## src/rtl/wave_sample_streamer_if.sv

```systemverilog
// Table lookup and DAC stream signals of the waveform sample streamer.
// master = streamer, slave = lookup table plus DAC side.
interface wave_sample_streamer_if #(
    parameter int SAMPLE_W = 16
);
    logic [7:0]          ramp_o;
    logic [SAMPLE_W-1:0] music_i;
    logic                sample_stb;
    logic                bclk_o;
    logic                lrck_o;
    logic                sdata_o;

    modport master (
        output ramp_o, sample_stb, bclk_o, lrck_o, sdata_o,
        input  music_i
    );

    modport slave (
        input  ramp_o, sample_stb, bclk_o, lrck_o, sdata_o,
        output music_i
    );
endinterface

```

## src/rtl/wave_sample_streamer.sv

```systemverilog
// Walks the waveform table once per frame and streams each sample, left-justified,
// on both channels of an I2S-style BCLK/LRCK/SDATA link toward the buzzer DAC.
module wave_sample_streamer #(
    parameter int CLK_DIV   = 4,
    parameter int TABLE_LEN = 158,
    parameter int SAMPLE_W  = 16
) (
    input  logic                  clk,
    input  logic                  rst_n,
    input  logic                  beep_en,
    wave_sample_streamer_if.master bus
);
    localparam int DIV_W  = (CLK_DIV > 1) ? $clog2(CLK_DIV) : 1;
    localparam int HALF_W = $clog2(SAMPLE_W);
    localparam int BIT_W  = HALF_W + 1;
    localparam logic [DIV_W-1:0]  DIV_LAST  = DIV_W'(CLK_DIV - 1);
    localparam logic [7:0]        RAMP_LAST = 8'(TABLE_LEN - 1);
    localparam logic [HALF_W-1:0] MSB_SEL   = HALF_W'(SAMPLE_W - 1);

    logic [DIV_W-1:0]    div_cnt;
    logic [BIT_W-1:0]    bit_cnt;
    logic [SAMPLE_W-1:0] sample_reg;
    logic [7:0]          ramp;
    logic                stb;
    logic                bclk;
    logic                lrck;
    logic                sdata;

    logic                fall_evt;
    logic                frame_end;
    logic [BIT_W-1:0]    next_bit;
    logic [SAMPLE_W-1:0] next_sample;
    logic [HALF_W-1:0]   bit_sel;

    // At the frame boundary the freshly chosen sample must already drive its MSB,
    // so the serialiser looks at the next sample and next bit index, not the current ones.
    always_comb begin
        fall_evt    = bclk && (div_cnt == DIV_LAST);
        frame_end   = fall_evt && (bit_cnt == '1);
        next_bit    = bit_cnt + 1'b1;
        next_sample = sample_reg;
        if (frame_end) begin
            next_sample = beep_en ? bus.music_i : '0;
        end
        bit_sel     = MSB_SEL - next_bit[HALF_W-1:0];
    end

    always_ff @(posedge clk or negedge rst_n) begin
        if (!rst_n) begin
            div_cnt    <= '0;
            bit_cnt    <= '0;
            sample_reg <= '0;
            ramp       <= '0;
            stb        <= 1'b0;
            bclk       <= 1'b0;
            lrck       <= 1'b0;
            sdata      <= 1'b0;
        end else begin
            stb <= 1'b0;
            if (div_cnt == DIV_LAST) begin
                div_cnt <= '0;
                bclk    <= ~bclk;
            end else begin
                div_cnt <= div_cnt + 1'b1;
            end

            if (fall_evt) begin
                bit_cnt    <= next_bit;
                lrck       <= next_bit[BIT_W-1];
                sdata      <= next_sample[bit_sel];
                sample_reg <= next_sample;
            end

            // Disabling parks the phase at index 0 so a re-enabled tone always starts clean.
            if (frame_end) begin
                if (beep_en) begin
                    ramp <= (ramp == RAMP_LAST) ? 8'd0 : ramp + 8'd1;
                    stb  <= 1'b1;
                end else begin
                    ramp <= 8'd0;
                end
            end
        end
    end

    assign bus.ramp_o     = ramp;
    assign bus.sample_stb = stb;
    assign bus.bclk_o     = bclk;
    assign bus.lrck_o     = lrck;
    assign bus.sdata_o    = sdata;
endmodule

```

## src/flat_wrapper.sv

```systemverilog
// flat-port wrapper written by rule: the top's interface ports become plain ports
module wave_sample_streamer_flat 
#(
    parameter int CLK_DIV   = 4,
    parameter int TABLE_LEN = 158,
    parameter int SAMPLE_W  = 16
)
  (clk, rst_n, beep_en, bus_ramp_o, bus_sample_stb, bus_bclk_o, bus_lrck_o, bus_sdata_o, bus_music_i);
  wave_sample_streamer_if #(.SAMPLE_W(SAMPLE_W)) bus_i ();
  input  logic clk;
  input  logic rst_n;
  input  logic beep_en;
  output wire logic [$bits(bus_i.ramp_o)-1:0] bus_ramp_o;
  output wire logic [$bits(bus_i.sample_stb)-1:0] bus_sample_stb;
  output wire logic [$bits(bus_i.bclk_o)-1:0] bus_bclk_o;
  output wire logic [$bits(bus_i.lrck_o)-1:0] bus_lrck_o;
  output wire logic [$bits(bus_i.sdata_o)-1:0] bus_sdata_o;
  input wire logic [$bits(bus_i.music_i)-1:0] bus_music_i;
  assign bus_ramp_o = bus_i.ramp_o;
  assign bus_sample_stb = bus_i.sample_stb;
  assign bus_bclk_o = bus_i.bclk_o;
  assign bus_lrck_o = bus_i.lrck_o;
  assign bus_sdata_o = bus_i.sdata_o;
  assign bus_i.music_i = bus_music_i;
  wave_sample_streamer #(.CLK_DIV(CLK_DIV), .TABLE_LEN(TABLE_LEN), .SAMPLE_W(SAMPLE_W)) u_core (.clk(clk), .rst_n(rst_n), .beep_en(beep_en), .bus(bus_i));
endmodule
```

## config.mk

```make
export PLATFORM = sky130hd
export DESIGN_NAME = wave_sample_streamer_flat
export DESIGN_NICKNAME = d
export VERILOG_FILES = /design/src/rtl/wave_sample_streamer_if.sv /design/src/rtl/wave_sample_streamer.sv /design/src/flat_wrapper.sv
export SDC_FILE = /design/constraint.sdc
export NUM_CORES = 1
export LEC_CHECK = 0
export ABC_AREA = 1
export BUFFER_PORTS_ARGS = -buffer_cell sky130_fd_sc_hd__buf_2
export CAP_MARGIN = 20
export CORE_MARGIN = 2
export CORE_UTILIZATION = 55
export CTS_BUF_LIST = sky130_fd_sc_hd__clkbuf_16
export DETAILED_ROUTE_END_ITERATION = 16
export PLACE_DENSITY = 0.78
export SYNTH_ARGS = -nofsm -noshare
export SYNTH_HDL_FRONTEND = slang
export SYNTH_SLANG_ARGS = --single-unit
```

## constraint.sdc

```tcl
create_clock -name clk -period 2.33 [get_ports clk]
set_input_delay 0.1165 -clock clk [delete_from_list [all_inputs] [get_ports clk]]
set_output_delay 0.1165 -clock clk [all_outputs]
set_load 0.02 [all_outputs]
```

==> key figures <==
Floorplanning
  • Die span in x: 60.9 um
  • Chip height: 60.9 um
  • Initial core utilization: 58.3%
  • Die footprint: 3710 um2
  • Core Region: 3050 um2
  • Io pins: 31
  • Row count: 20

Synthesis
  • Synth Register Bits: 34
  • Synth cell types: 22
  • Mux cell area share after synthesis: 0%
  • Adder-cell area share of the yosys netlist: 3.52%
  • Top post-synthesis cells by area: dfrtp_1 48%, nand2_1 16%, nand3_1 9.6%
  • Sequential fraction of the synthesis area: 47.8%
  • Synth warnings: 0
  • Synth Area in Compound Gates: 5.27%
  • Post-synth top area cell: dfrtp_1
  • Yosys top cell area share: 47.8%
  • XOR/XNOR Fraction of Synth Area: 3.94%
  • Syn avg cell area: 8.20 um2
  • Synth Area in Simple Gates: 30.8%
  • Post-Syn Instances: 217
  • Mapped cell area: 1780 um2
  • Syn nets: 241
  • Largest family of logic cells by synthesized area: simple AND/OR/NAND/NOR gates

STA
  • Final Critical Period: 2.10 ns
  • Setup violations, final: 0
  • RSZ-0062 raised after global routing: false
  • Hold Vio Cnt, Final: 0
  • Final setup TNS: 0 ns
  • Worst Clk Skew: 0.00280 ns
  • Slew HR: 49.9%
  • Max Slew Vio Count: 0
  • Period utilization: 90.2%
  • Max Freq: 476 MHz
  • Slew @ Worst Pin: 0.751 ns

Placement
  • Routability cong.: 0.812
  • Port Buffers: 30
  • Post-detail-place hpwl: 2470 um
  • Placed insts: 286

Clocking
  • Hold Buf Count CTS: 1
  • Max clock buf depth: 2
  • Post-CTS setup buffers: 0
  • H-Tree Depth: 2
  • Post-cts sizing count: 0
  • CTS Sinks: 34
  • Clock root buffer: clkbuf_16
  • TritonCTS clock tree: done
  • Clock transition at the registers of the reported paths: 0.05 ns
  • CTS buffer count: 5
  • Clk_lat worst skew: 0.28 ns

Critical path
  • CP Launch Type: flop
  • Setup crit end kind: flop
  • WS Path Type: flop to flop
  • Worst Path Arrival: 2.32 ns
  • CP Max Fanout: 17
  • CP Data Required Time: 2.55 ns

Finish
  • Fillcell total: 272
  • Area of the multi-input gates: 774 um2
  • Max FFs per register: 16
  • Antenna diode count: 0
  • Final Core Density: 70.3%
  • Register area: 851 um2
  • Commonest non-fill, non-tap cell in the layout: nand2_1
  • Share of cells above drive strength 1: 18.3%
  • Post-Layout Cell Count: 295
  • Nets: 274
  • Synth-to-Final Area Change: 20.6%
  • Most frequent cells in the layout: 76 x nand2_1, 34 x nand3_1, 34 x dfrtp_1

Pwr
  • Pwr/cell area: 689 nW/um2
  • Max VDD drop: 0.000554 V
  • P_leak: 1.14 nW

Run status
  • Outcome: complete, no violations

GRT
  • Initial antenna violation count: 0
  • Number of global-route vias before repair: 1415
  • First-pass GRT wire length: 6240 um
  • Global Route Usage Sum: 23.6%
  • Total grt overflow: 0
  • Largest net degree at the start of global routing: 35

Detailed routing
  • DRT Wirelength: 3590 um
  • DR WL/cell: 12.2 um
  • Detailed Route Iter0 Violations: 61
  • Initial DRT Pass Iterations: 6
  • Final ANT Viol Nets: 0
  • Via-per-instance ratio: 5.06
  • DRC: 0
  • Vias: 1492

Worst hold path
  • Type of the most critical hold path: input port to flop

Job
  • Max-cap violations: 0
==> worst paths after layout <==
path,startpoint,end,slack (ns),depth (start not counted)
max,u_core.bit_cnt[1],u_core.bus.sdata_o,0.23,13
min,bus_music_i[6],u_core.sample_reg[6],0.08,3
max reg2reg,u_core.bit_cnt[1],u_core.bus.sdata_o,0.23,13
min reg2reg,u_core.div_cnt[0],u_core.div_cnt[0],0.43,1
max in group asynchronous,rst_n,u_core.bit_cnt[3],1.40,2
min in group asynchronous,rst_n,u_core.bus.ramp_o[5],0.45,2
==> final cells by class <==
class,instances,area share (%)
clock buffer,5,5.83
clock inverter,3,2.97
inverter,27,4.72
multi-input combinational,149,36.1
sequential,34,39.7
tap,44,2.57
timing repair buffer,33,8.16
==> through the flow <==
stage	total power, W	cell area, um2	hold slack [ns]	worst slack [ns]
floorplan	0.000615	1780	-0.179	0.514
finish	0.00148	2150	0.0808	0.229
CTS	0.00149	2150	0.0871	0.239
global placement	0.000643	1950	0.225	0.323
detailed placement	0.000643	1950	0.233	0.239
global route	0.00153	2150	0.101	0.0202
==> cell families after synthesis <==
group / Yosys count
DFF: 34
and+or+nand+nor: 123
xor gates and xnor gates: 8
AOI/OAI and AO/OA: 13
adders and majority gates: 5
buffers and inverters: 34
==> critical path, cell delays in order (launching register included) <==
cell,delay (ns)
dfrtp_1,0.37
ha_1,0.19
and3_1,0.16
ha_1,0.21
inv_1,0.09
nor2_4,0.36
nand2_1,0.14
nand3_1,0.11
nand3_1,0.08
nand3_1,0.09
nand3_1,0.08
nand2_1,0.08
nand2_1,0.04
nand2_1,0.05
==> layer usage <==
metal  up-vias  global-route usage, %  share of wire, %
met5         -                      0                 0
met4         0                   9.01               1.5
met3         6                   7.25               4.5
met2        33                   39.8                50
met1       701                   28.2                44
li1        752                      -                 -
==> where the power goes <==
part	switching, W	leakage, nW	internal [W]
Combinational	0.0000261	0.719	0.0000157
Sequential	0	0.330	0.000591
Clock	0.000237	0.0915	0.000608
Total	0.000263	1.14	0.00122
==> cell usage after synthesis <==
library cell / n
and3_1: 1
buf_2: 2
buf_6: 3
clkbuf_1: 1
clkbuf_2: 1
clkinv_1: 1
dfrtp_1: 34
ha_1: 5
inv_1: 26
nand2_1: 76
nand2_2: 2
nand3_1: 34
nand3_2: 1
nand3_4: 1
nor2_1: 5
nor2_4: 2
nor3_1: 1
o21ai_0: 7
o22ai_1: 5
o41ai_4: 1
xnor2_1: 1
xor2_1: 7
No activity file was read; power rests on OpenSTA's default activity.
